<file path="config.mk">
export PLATFORM = sky130hd
export DESIGN_NAME = rv_muldiv_unit
export DESIGN_NICKNAME = d
export VERILOG_FILES = /design/src/rtl/rv_muldiv_pkg.sv /design/src/rtl/rv_div_core.sv /design/src/rtl/rv_muldiv_unit.sv
export SDC_FILE = /design/constraint.sdc
export NUM_CORES = 1
export LEC_CHECK = 0
export CAP_MARGIN = 5
export CORE_MARGIN = 2
export CORE_UTILIZATION = 45
export DETAILED_ROUTE_END_ITERATION = 10
export PLACE_DENSITY = 0.67
export SYNTH_ARGS = -nofsm -noshare
export SYNTH_HDL_FRONTEND = slang
export SYNTH_SLANG_ARGS = --single-unit
</file>
<file path="constraint.sdc">
create_clock -name clk -period 5 [get_ports clk]
set_input_delay 1 -clock clk [delete_from_list [all_inputs] [get_ports clk]]
set_output_delay 1 -clock clk [all_outputs]
set_load 0.01 [all_outputs]
</file>
<file path="src/rtl/rv_muldiv_pkg.sv">
// rv_muldiv_pkg: shared types and helpers for the M-extension multiply/divide unit.
package rv_muldiv_pkg;

    // Encoding matches RISC-V funct3 for the M extension.
    typedef enum logic [2:0] {
        MUL    = 3'd0,
        MULH   = 3'd1,
        MULHSU = 3'd2,
        MULHU  = 3'd3,
        DIV    = 3'd4,
        DIVU   = 3'd5,
        REM    = 3'd6,
        REMU   = 3'd7
    } muldiv_op_e;

    typedef enum logic [1:0] {
        IDLE = 2'd0,
        CALC = 2'd1,
        DONE = 2'd2
    } state_e;

    // rs1 is treated as two's complement for these ops.
    function automatic logic is_signed_a(input muldiv_op_e op);
        return (op == MUL) || (op == MULH) || (op == MULHSU) || (op == DIV) || (op == REM);
    endfunction

    // rs2 is treated as two's complement for these ops.
    function automatic logic is_signed_b(input muldiv_op_e op);
        return (op == MUL) || (op == MULH) || (op == DIV) || (op == REM);
    endfunction

endpackage

</file>
<file path="src/rtl/rv_div_core.sv">
// rv_div_core: unsigned restoring divider, one quotient bit per step.
// start loads dividend/divisor magnitudes; step shifts in one bit. The step
// outputs expose the result of the current step so the caller can capture
// the final quotient/remainder on the same edge as the last iteration.
module rv_div_core #(
    parameter int XLEN = 32
) (
    input  logic            clk,
    input  logic            rst_n,
    input  logic            start,
    input  logic            step,
    input  logic [XLEN-1:0] dividend,
    input  logic [XLEN-1:0] divisor,
    output logic [XLEN-1:0] quo_step,
    output logic [XLEN-1:0] rem_step
);
    logic [XLEN-1:0] rem_q, rem_d;
    logic [XLEN-1:0] quo_q, quo_d;
    logic [XLEN-1:0] dvs_q, dvs_d;
    logic            fits;

    // One restoring step: shift in the next dividend bit, subtract if it fits.
    always_comb begin
        fits = {rem_q, quo_q[XLEN-1]} >= {1'b0, dvs_q};
        if (fits) begin
            rem_step = {rem_q[XLEN-2:0], quo_q[XLEN-1]} - dvs_q;
            quo_step = {quo_q[XLEN-2:0], 1'b1};
        end else begin
            rem_step = {rem_q[XLEN-2:0], quo_q[XLEN-1]};
            quo_step = {quo_q[XLEN-2:0], 1'b0};
        end
    end

    // Load on start, advance on step, otherwise hold.
    always_comb begin
        rem_d = rem_q;
        quo_d = quo_q;
        dvs_d = dvs_q;
        if (start) begin
            rem_d = '0;
            quo_d = dividend;
            dvs_d = divisor;
        end else if (step) begin
            rem_d = rem_step;
            quo_d = quo_step;
        end
    end

    // Divider registers.
    always_ff @(posedge clk or negedge rst_n) begin
        if (!rst_n) begin
            rem_q <= '0;
            quo_q <= '0;
            dvs_q <= '0;
        end else begin
            rem_q <= rem_d;
            quo_q <= quo_d;
            dvs_q <= dvs_d;
        end
    end

endmodule

</file>
<file path="src/rtl/rv_muldiv_unit.sv">
// rv_muldiv_unit: multi-cycle RISC-V M-extension execute unit.
// Iterative shift-add multiply, restoring divide (rv_div_core), sign fix-up.
// Optional macro RV_MULDIV_FAST_MUL_EN: multiplies use one combinational
// multiplier and complete IDLE->DONE; divide path is unaffected.
//
// state | meaning
// IDLE  | ready for a request
// CALC  | iterating, one bit per cycle, cnt_q counts XLEN..1
// DONE  | result valid on dataD, held until out_ready
module rv_muldiv_unit
    import rv_muldiv_pkg::*;
#(
    parameter int XLEN = 32
) (
    input  logic            clk,
    input  logic            rst_n,
    input  logic            flush,
    input  logic            in_valid,
    output logic            in_ready,
    input  muldiv_op_e      op,
    input  logic [XLEN-1:0] dataA,
    input  logic [XLEN-1:0] dataB,
    output logic            out_valid,
    input  logic            out_ready,
    output logic [XLEN-1:0] dataD,
    output logic            busy
);
    localparam int CNT_W = $clog2(XLEN) + 1;
    localparam logic [XLEN-1:0] MOST_NEG = {1'b1, {(XLEN-1){1'b0}}};

    state_e            state_q, state_d;
    logic [CNT_W-1:0]  cnt_q, cnt_d;
    muldiv_op_e        op_q, op_d;
    logic              neg_q, neg_d;
    logic [XLEN-1:0]   mcand_q, mcand_d;
    logic [2*XLEN-1:0] prod_q, prod_d;
    logic [XLEN-1:0]   dataD_q, dataD_d;

    logic              accept, sa, sb, is_div, special, fast;
    logic [XLEN-1:0]   mag_a, mag_b, special_res, fast_res, iter_res, div_sel;
    logic [XLEN:0]     mul_sum;
    logic [2*XLEN-1:0] prod_step, prod_fix;
    logic              div_start, div_step;
    logic [XLEN-1:0]   quo_step, rem_step;

    // Request decode: magnitudes, special cases and the optional fast multiply.
    always_comb begin
        accept  = in_valid && (state_q == IDLE) && !flush;
        sa      = is_signed_a(op) && dataA[XLEN-1];
        sb      = is_signed_b(op) && dataB[XLEN-1];
        mag_a   = sa ? (~dataA + 1'b1) : dataA;
        mag_b   = sb ? (~dataB + 1'b1) : dataB;
        is_div  = op[2];
        special = 1'b0;
        special_res = '0;
        if (is_div && (dataB == '0)) begin
            special     = 1'b1;
            special_res = op[1] ? dataA : '1;
        end else if (((op == DIV) || (op == REM)) && (dataA == MOST_NEG) && (dataB == '1)) begin
            special     = 1'b1;
            special_res = op[1] ? '0 : MOST_NEG;
        end
`ifdef RV_MULDIV_FAST_MUL_EN
        fast     = !is_div;
        prod_fix = (sa ^ sb) ? -(mag_a * mag_b) : (mag_a * mag_b);
        fast_res = (op == MUL) ? prod_fix[XLEN-1:0] : prod_fix[2*XLEN-1:XLEN];
`else
        fast     = 1'b0;
        prod_fix = '0;
        fast_res = '0;
`endif
    end

    // One shift-add multiply step and final sign fix-up of the iterative result.
    always_comb begin
        mul_sum   = {1'b0, prod_q[2*XLEN-1:XLEN]} + (prod_q[0] ? {1'b0, mcand_q} : '0);
        prod_step = {mul_sum, prod_q[XLEN-1:1]};
        div_sel   = op_q[1] ? rem_step : quo_step;
        if (op_q[2]) begin
            iter_res = neg_q ? -div_sel : div_sel;
        end else if (op_q == MUL) begin
            iter_res = neg_q ? -prod_step[XLEN-1:0] : prod_step[XLEN-1:0];
        end else begin
            iter_res = neg_q ? (~prod_step[2*XLEN-1:XLEN] + {{(XLEN-1){1'b0}}, (prod_step[XLEN-1:0] == '0)})
                             : prod_step[2*XLEN-1:XLEN];
        end
    end

    // Next-state logic; flush overrides everything.
    always_comb begin
        state_d = state_q;
        case (state_q)
            IDLE:    if (accept) state_d = (special || fast) ? DONE : CALC;
            CALC:    if (cnt_q == CNT_W'(1)) state_d = DONE;
            DONE:    if (out_ready) state_d = IDLE;
            default: state_d = IDLE;
        endcase
        if (flush) state_d = IDLE;
    end

    // Datapath register updates.
    always_comb begin
        cnt_d     = cnt_q;
        op_d      = op_q;
        neg_d     = neg_q;
        mcand_d   = mcand_q;
        prod_d    = prod_q;
        dataD_d   = dataD_q;
        div_start = 1'b0;
        div_step  = 1'b0;
        if (flush) begin
            cnt_d = '0;
        end else if (accept) begin
            op_d      = op;
            neg_d     = (is_div && op[1]) ? sa : (sa ^ sb);
            mcand_d   = mag_a;
            prod_d    = {{XLEN{1'b0}}, mag_b};
            cnt_d     = CNT_W'(XLEN);
            div_start = is_div && !special;
            if (special)   dataD_d = special_res;
            else if (fast) dataD_d = fast_res;
        end else if (state_q == CALC) begin
            cnt_d    = cnt_q - 1'b1;
            div_step = op_q[2];
            if (!op_q[2]) prod_d = prod_step;
            if (cnt_q == CNT_W'(1)) dataD_d = iter_res;
        end
    end

    // State and datapath registers.
    always_ff @(posedge clk or negedge rst_n) begin
        if (!rst_n) begin
            state_q <= IDLE;
            cnt_q   <= '0;
            op_q    <= MUL;
            neg_q   <= 1'b0;
            mcand_q <= '0;
            prod_q  <= '0;
            dataD_q <= '0;
        end else begin
            state_q <= state_d;
            cnt_q   <= cnt_d;
            op_q    <= op_d;
            neg_q   <= neg_d;
            mcand_q <= mcand_d;
            prod_q  <= prod_d;
            dataD_q <= dataD_d;
        end
    end

    // Handshake outputs decoded from state.
    always_comb begin
        in_ready  = (state_q == IDLE);
        out_valid = (state_q == DONE);
        busy      = (state_q != IDLE);
        dataD     = dataD_q;
    end

    rv_div_core #(.XLEN(XLEN)) u_div_core (
        .clk      (clk),
        .rst_n    (rst_n),
        .start    (div_start),
        .step     (div_step),
        .dividend (mag_a),
        .divisor  (mag_b),
        .quo_step (quo_step),
        .rem_step (rem_step)
    );

endmodule
</file>
* After elaboration in Yosys (flattened, before gate mapping) *
Index checks and enable logic that the tools add are counted.

storage, ports and cells
  input bits = 72
  bits in registers = 236
  logic and storage cells = 113

cells by class
  multiplexer cells = 43
  bitwise logic cells = 5
  $lt $le $gt $ge = 1
  add/subtract/negate cells = 8
  reductions and logical operators = 32
  equality and inequality tests = 14

operators with widths
  operator                 count
  $mux W32                 22
  $mux W64                 3
  $not A32 Y32             3
  $add A32 B1 Y32 const B  2
  $eq A32 B32 Y1 const B   2
  $logic_not A32 Y1        2
  $neg A32 Y32             2
  $add A32 B32 Y33         1
  $ge A33 B32 Y1           1
  $add A32 B1 Y32          1
  $sub A32 B32 Y32         1
  $mux W6                  3
  $mux W2                  5
  $logic_and A1 B1 Y1      9
  $mux W1                  9
  $reduce_bool A2 Y1       4
  $logic_or A1 B1 Y1       7
  $eq A3 B3 Y1 const B     2
  $eq A6 B1 Y1 const B     1
  $logic_not A3 Y1         2
  $ne A3 B2 Y1 const B     2
  $pmux W2 S3              1
  $reduce_and A3 Y1        2
  $sub A6 B1 Y6 const B    1
  other kinds (13)         15

* Longest topological paths before layout *
Gate-level depths: netlist (run 1).

  depth after elaboration = 11
  gate-level depth with buffers = 20
  mapped depth without buffers = 19

* By module *
A second synthesis (run 1) with hierarchy kept.

unflattened totals
  cells, all modules = 2,494
  area, all modules = 19,991.7 µm²

by module, submodules not included
  module          seq. area each (µm²)  cells each  instances  area an instance (µm²)
  rv_muldiv_unit  3,503.4               1,707       1          13,167.6
  rv_div_core     2,402.3               787         1          6,824.0

* Worst setup path before layout (run 1) *
OpenSTA, ideal clock, no wires.

  path kind = flip-flop to flip-flop
  from = register prod_q[17]
  to = register dataD_q[21], in the netlist dataD[21]
  arrival time = 4.977 ns
  setup slack = -0.107 ns
  buffers on the path = 0
  cell stages (with the launch flop) = 18
  clock period less this slack = 5.107 ns
  cells stage by stage = dfrtp_1 -> or4_1 -> or3_1 -> or2_2 -> or4_1 -> or4_1 -> nor3_1 -> ha_1 -> nand2_1 -> nor3_1 -> and3b_1 -> or4b_1 -> or4_1 -> o21ai_0 -> xnor2_1 -> a21oi_1 -> a2111oi_1 -> nor2_1

on the way
  cells in the longest elaborated chain, start to end = 8
  elaborated cells between the ends (all ways) = 10

RTL lines
  what                    line                   source
  from (decl)             rv_muldiv_unit.sv:36   logic [2*XLEN-1:0] prod_q, prod_d;
  from (signal assigned)  rv_muldiv_unit.sv:146  prod_q <= prod_d;
  $logic_not A32 Y1       rv_muldiv_unit.sv:84   iter_res = neg_q ? (~prod_step[2*XLEN-1:XLEN] + {{(XLEN-1){1'b0}}, (prod_step[XLEN-1:0] == '0)})
  $add A32 B1 Y32         rv_muldiv_unit.sv:84
  $mux W32                rv_muldiv_unit.sv:84
  $mux W32 *              rv_muldiv_unit.sv:81   end else if (op_q == MUL) begin
  $mux W32 *              rv_muldiv_unit.sv:79   if (op_q[2]) begin
  $mux W32 *              rv_muldiv_unit.sv:126  if (cnt_q == CNT_W'(1)) dataD_d = iter_res;
  $mux W32 *              rv_muldiv_unit.sv:122  end else if (state_q == CALC) begin
  $mux W32 *              rv_muldiv_unit.sv:113  end else if (accept) begin
  to (signal assigned)    rv_muldiv_unit.sv:147  dataD_q <= dataD_d;
  to (decl)               rv_muldiv_unit.sv:37   logic [XLEN-1:0] dataD_q, dataD_d;

Every way passes the cells marked *; elsewhere a longest branch is shown, timed or not. The select of a mux whose other input is x is not followed.
A chain may end at the register's enable or synchronous reset.

* Worst setup path after layout (run 1) *
  from = register prod_q[17]
  to = register dataD_q[25], in the netlist dataD[25]

Same word-level chain as after synthesis.

==> flow_metrics.tcl, run 1 <==
set metrics [dict create \
    status "finished with violations" \
    failed_checks "setup timing" \
    power.leakage_nw 9.43 \
    synth_top_family_by_area "compound AO/OA/AOI/OAI gates" \
    place_area_um2 21100 \
    worst_slack_ps -169 \
    worst_hold_slack_ps 401 \
    die_area_um2 43500 \
    cts.htree.levels 1 \
    stdcell_area_um2 22200 \
    port_buffers 106 \
    clockPowerShare 0.158 \
    path_buf_inv 1 \
    die_width_um 208 \
    yosys-mux-area-fraction 0.0157 \
    ios 107 \
    clock-skew-final_ps 17.6 \
    crit_family "simple AND/OR/NAND/NOR gates" \
    wirelength_um 74700 \
    ys_ff_latch 236 \
    p_seq_frac 0.231 \
    slew_violations 0 \
    p_sw_mw 6.92 \
    crit_path_end_kind "flip-flop" \
    vdd_drop_max_mv 0.308 \
    area_growth_pct 18.2 \
    ant_nets 0 \
    die_y_um 208 \
    final.min_clock_period_ps 5170 \
    max-slew-margin-rel 0.285 \
    insertion_delay_ps 580 \
    slowest_delay_ps 550 \
    synth_top_area_share 0.314 \
    synthXorXnorAreaFrac 0.0796 \
    vias_per_cell 6.42 \
    grt_pass1_wl_um 112000 \
    coreArea_um2 41000 \
    detail_route.wl_per_cell_um 24.6 \
    switching_share 0.490 \
    synth_top_flop_cell "dfrtp_1" \
    hold_viol 0 \
    drtPass1Iterations 6 \
    cts_sinks 236 \
    maxCapViolations 0 \
    synthAdderAreaFrac 0.0507 \
    ys_warn_count 0 \
    nets 2627 \
    drt_iter0_markers 2118 \
    timing.final.crit_share 1.03 \
    cp_data_arrival_time_ps 5630 \
    antenna_found_initial 2 \
    crit_type "reg -> reg" \
    initial_core_util 0.459 \
    holdCritPathClass "in -> async" \
    vias 19500 \
    p_int_mw 7.21 \
    placementRows 74 \
    grt_overflow 0 \
    power.density_nw_per_um2 635 \
    drc_errors 0 \
    synth_edf_count 0 \
    cp_common_cell "or4_4" \
    synth_simple_gate_area_share 0.215 \
    layout-drive-gt1-share 0.103 \
    syn_nets 2499 \
    syn_area_per_cell_um2 8.00 \
    synth_area_leaders "dfrtp_1, o21ai_0, ha_1" \
    rsz0062_at_grt "true" \
    clk_pin_slew_ps 60 \
    synth_top_area_cell "dfrtp_1" \
    path_cells "or4_4, or3_4, or2_4, or4_4, or4_4, nor3_2, ha_2, nand2_4, nor3_4, and3b_1, or4b_4, or4_4, buf_6, o41ai_4, xnor2_1, o21ai_1, and3_1, a21oi_2" \
    comb_power_share 0.611 \
    synth_area_um2 18800 \
    critPathSlowestCell "or4_4" \
    synth-seq-area-share 0.314 \
    cts_made_buffers 30 \
    setup_violations 7 \
    synthDistinctLibCells 89 \
    worstPathMaxFanout 4 \
    synthArstFlopShare 1.00 \
    finalWeightedCongestion 1.01 \
    required_ps 5470 \
    synthCells 2352 \
    setup_tns_ps -392 \
    grt_pass1_vias 18200 \
    dp_hpwl_um 58400 \
    grtUsageTotal 0.336 \
    synth_compound_area_frac 0.280 \
    cp-start-kind "flip-flop" \
    final_util 0.542 \
    cts_tree "done" \
    worstMarginPinSlew_ps 1070 \
    max-clock-path-buffers 3 \
    grt_max_degree 88 \
    max_freq_ghz 0.193 \
    cts_root_buf "clkbuf_16" \
]
[area by class of cell]
class	count	area, um^2
timing repair buffer	239	2130
tap	532	666
fill	3868	18800
antenna	1	2.50
inverter	74	278
clock buffer	43	901
multi-input combinational	1899	12200
clock inverter	11	111
sequential	236	5910
[what timing repair did]
item | in CTS | in global routing
buffers inserted | 2 | 1
setup endpoints to repair | 14 | 15
endpoints found under the hold margin | 0 | 0
pin swaps | 3 | 12
gates resized for setup | 19 | 9
hold buffers | 0 | 0
[metal layers]
metal  vias to the layer above  part of all wire  global-route usage
met4                         2             0.053               0.154
met3                       172             0.093              0.0755
met5                         -           0.00017                   0
met2                       903              0.43               0.505
li1                       8931                 -                   -
met1                      9465              0.43               0.461
[logic make-up (layout without fill, tap and decap cells)]
group / count (synthesis) / in the layout
AO/OA/AOI/OAI: 813 / 813
XOR/XNOR: 171 / 171
adder cells (fa/ha/maj): 75 / 75
buffers and inverters: 217 / 367
flip-flops: 236 / 236
multiplexers: 29 / 29
other: 0 / 1
AND/OR/NAND/NOR: 811 / 811
[cells in the mapped netlist (all sizes together), types with 26 or more instances]
cell and count:
nor3 49, inv 72, and3 28, clkbuf 113, buf 30, a22oi 37, o21ai 263, xnor2 102
a31oi 28, and2 53, o211ai 33, o31ai 30, a211oi 26, ha 73, a21oi 170, nand2 239
a221o 31, dfrtp 236, xor2 69, nand3 70, nand4 31, nor2 188
[placed cells by master (no fill, tap or decap), types with 8 or more instances in the layout]
cell	count
a211o_1	8
a211oi_1	25
a21boi_0	17
a21o_1	24
a21oi_1	165
a221o_1	31
a22o_1	23
a22oi_1	37
a31o_2	8
a31oi_1	28
and2_1	52
and3_1	28
buf_4	127
clkbuf_16	31
clkbuf_8	8
clkdlybuf4s50_1	105
dfrtp_1	234
ha_1	72
inv_1	72
mux2i_1	25
nand2_1	237
nand2b_1	21
nand3_1	67
nand4_1	30
nor2_1	185
nor2b_1	22
nor3_1	43
nor4_1	17
o211ai_1	33
o21a_1	14
o21ai_0	251
o21ai_1	11
o22ai_1	9
o31ai_1	29
o41ai_1	15
or2_2	9
or3_1	24
or4_1	12
xnor2_1	102
xor2_1	69
[registers in the layout (all words and copies together), names as in the netlist]
register and count:
prod_q 64, dataD 32, mcand_q 32, u_div_core.dvs_q 32
u_div_core.quo_q 32, u_div_core.rem_q 32, cnt_q 6, op_q 3
state_q 2, neg_q 1
[final timing paths]
| check | slack (ps) | startpoint | end | depth (start not counted) |
|---|---|---|---|---|
| min in group clk | 470 | mcand_q[27]$_DFFE_PN0P_ | mcand_q[27]$_DFFE_PN0P_ | 2 |
| max in group asynchronous | 3510 | rst_n | dataD[18]$_DFFE_PN0P_ | 2 |
| max | -170 | prod_q[17]$_DFFE_PN0P_ | dataD[25]$_DFFE_PN0P_ | 18 |
| max reg2reg | -170 | prod_q[17]$_DFFE_PN0P_ | dataD[25]$_DFFE_PN0P_ | 18 |
| min reg2reg | 470 | mcand_q[27]$_DFFE_PN0P_ | mcand_q[27]$_DFFE_PN0P_ | 2 |
| min | 400 | rst_n | prod_q[56]$_DFFE_PN0P_ | 1 |
[stage by stage]
step                      power (mW)  worst slack [ps]  std cells
after floorplan                 8.43             -31.4       2352
after global placement          11.4              -251       2977
after detailed placement        11.5              -359       2977
after CTS                       13.9             -79.4       3033
after global routing            14.9              -317       3034
final                           14.1              -169       3035
[power groups by stage]
stage	sequential, mW	clock, mW	combinational [mW]
detailed placement	3.25	0	8.29
CTS	3.23	2.26	8.39
global placement	3.23	0	8.21
floorplan	3.01	0	5.42
global route	3.32	2.33	9.27
finish	3.26	2.23	8.63
No activity file was read; power rests on OpenSTA's default activity.
==> inputs of run 2 (changes only) <==
--- a/config.mk
+++ b/config.mk
@@ -8,8 +8,9 @@
 export CAP_MARGIN = 5
 export CORE_MARGIN = 2
 export CORE_UTILIZATION = 45
+export CTS_CLUSTER_DIAMETER = 40
 export DETAILED_ROUTE_END_ITERATION = 10
-export PLACE_DENSITY = 0.67
+export PLACE_DENSITY = 0.65
 export SYNTH_ARGS = -nofsm -noshare
 export SYNTH_HDL_FRONTEND = slang
 export SYNTH_SLANG_ARGS = --single-unit
==> constraint.sdc (replaced) <==
create_clock -name clk -period 5.4 [get_ports clk]
set_input_delay 1.08 -clock clk [delete_from_list [all_inputs] [get_ports clk]]
set_output_delay 1.08 -clock clk [all_outputs]
set_load 0.01 [all_outputs]
==> run 2 against run 1 <==
First-iteration DRC count grew 4.0%. Sequential cell count is the same. Worst setup slack gained 310 ps. Largest power group unchanged. Clock skew grew 7.0 ps. Worst hold slack gained 70 ps. The run now ends clean. Critical path depth shrank 1. Final cell count shrank 0.13%.
==> flow_metrics.tcl, run 2 (synthesized netlist as in run 1, its figures left out) <==
set metrics [dict create \
    r2r-start "prod_q[17]$_DFFE_PN0P_" \
    p_sw_mw 6.62 \
    status "finished, final reports clean" \
    area_growth_pct 20.6 \
    final_util 0.553 \
    clockPowerShare 0.238 \
    final.min_clock_period_ps 5260 \
    clk_pin_slew_ps 50 \
    hold_viol 0 \
    wirelength_um 74400 \
    switching_share 0.467 \
    max_freq_ghz 0.190 \
    placementRows 74 \
    vias 19600 \
    cts_tree "done" \
    holdCritPathClass "reg -> reg" \
    cts_made_buffers 49 \
    stdcell_count 3031 \
    layout.area.seq_um2 5910 \
    ios 107 \
    drt_iter0_markers 2203 \
    cts.htree.levels 2 \
    multi_input_area_um2 12200 \
    required_ps 5900 \
    p_int_mw 7.55 \
    cts_root_buf "clkbuf_16" \
    drtPass1Iterations 6 \
    maxCapViolations 0 \
    vias_per_cell 6.46 \
    ant_nets 0 \
    grt_pass1_vias 18400 \
    initial_core_util 0.459 \
    setup_violations 0 \
    cp-start-kind "flip-flop" \
    insertion_delay_ps 590 \
    worstMarginPinSlew_ps 926 \
    ctsHoldBuffers 0 \
    nets 2605 \
    clock-skew-final_ps 24.6 \
    power.leakage_nw 9.60 \
    finalWeightedCongestion 0.966 \
    grt_pass1_wl_um 112000 \
    drc_errors 0 \
    nFillCells 3821 \
    stdcell_area_um2 22700 \
    slew_violations 0 \
    grt_overflow 0 \
    final_cell_mix "o21ai_0, nand2_1, dfrtp_1" \
    antenna_found_initial 3 \
    place_ws_ps -31.8 \
    max-clock-path-buffers 3 \
    vdd_drop_max_mv 0.301 \
    dp_cells 2937 \
    crit_path_start "prod_q[17]$_DFFE_PN0P_" \
    die_area_um2 43500 \
    comb_power_share 0.548 \
    cp_data_arrival_time_ps 5760 \
    worstPathMaxFanout 4 \
    worst_slack_ps 143 \
    grt_max_degree 93 \
    detail_route.wl_per_cell_um 24.5 \
    cts_sinks 236 \
    max-slew-margin-rel 0.378 \
    die_width_um 208 \
    crit_type "reg -> reg" \
    layout-drive-gt1-share 0.101 \
    p_seq_frac 0.214 \
    dp_hpwl_um 57500 \
    power.density_nw_per_um2 624 \
    hp-start "mcand_q[8]$_DFFE_PN0P_" \
    regMostFlops "prod_q" \
    largest_reg_flops 64 \
    timing.final.crit_share 0.973 \
    port_buffers 106 \
    crit_path_end_kind "flip-flop" \
    die_y_um 208 \
    place_area_um2 20700 \
    coreArea_um2 41000 \
    grtUsageTotal 0.337 \
    layout_commonest_cell "o21ai_0" \
]
## run 2: path summary, 6_finish.rpt
| kind | slack [ps] | cells after the start | to |
|---|---|---|---|
| max in group asynchronous | 3780 | 2 | op_q[1]$_DFFE_PN0P_ |
| setup / recovery | 140 | 17 | dataD[25]$_DFFE_PN0P_ |
| hold reg to reg | 470 | 2 | mcand_q[8]$_DFFE_PN0P_ |
| hold / removal | 470 | 2 | mcand_q[8]$_DFFE_PN0P_ |
| setup reg to reg | 140 | 17 | dataD[25]$_DFFE_PN0P_ |
| min in group asynchronous | 510 | 1 | prod_q[52]$_DFFE_PN0P_ |
## run 2: critical path: stages (launching register included)
cell     delay [ps]
dfrtp_1         370
or4_4           540
or3_4           330
or2_2           290
or4_4           430
or4_4           450
nor3_4          130
ha_2            200
nand2_1          70
nor3_2          210
and3b_1         220
or4b_4          480
or4_4           580
o41ai_2         340
xnor2_1         160
o21ai_1          70
and3_1          170
a21oi_1         130
## run 2: per-stage QoR
| stage | hold slack, ps | power (mW) | setup TNS, ps |
|---|---|---|---|
| finish | 471 | 14.2 | 0 |
| global route | 487 | 14.9 | -17.0 |
| CTS | 475 | 13.9 | 0 |
| detailed placement | 464 | 10.5 | -57.1 |
| global placement | 459 | 10.4 | 0 |
| floorplan | 442 | 7.79 | 0 |
## run 2: final cells by class
type                            instances  area share
Multi-Input combinational cell       1899       0.538
Sequential cell                       236       0.260
Timing Repair Buffer                  198      0.0793
Clock buffer                           58      0.0587
Tap cell                              532      0.0293
Clock inverter                         33      0.0215
Inverter                               74      0.0122
Antenna cell                            1    0.000110
## run 2: layer usage
layer | track usage | share of wire
met5 | 0 | 0.00017
met4 | 0.156 | 0.053
met3 | 0.0830 | 0.10
met2 | 0.504 | 0.42
met1 | 0.459 | 0.43
## run 2: repair_timing
item	CTS	global route
setup buffers	0	2
endpoints found under the setup margin	3	17
gates resized for setup	1	26
pin swaps	0	5
## run 2: power by group through the flow
| stage | combinational [mW] | clock [mW] | sequential (mW) |
|---|---|---|---|
| final | 7.76 | 3.37 | 3.03 |
| after global routing | 8.36 | 3.49 | 3.09 |
| after CTS | 7.52 | 3.40 | 2.99 |
| after detailed placement | 7.46 | 0 | 3.01 |
| after global placement | 7.38 | 0 | 2.99 |
| after floorplan | 5.01 | 0 | 2.78 |
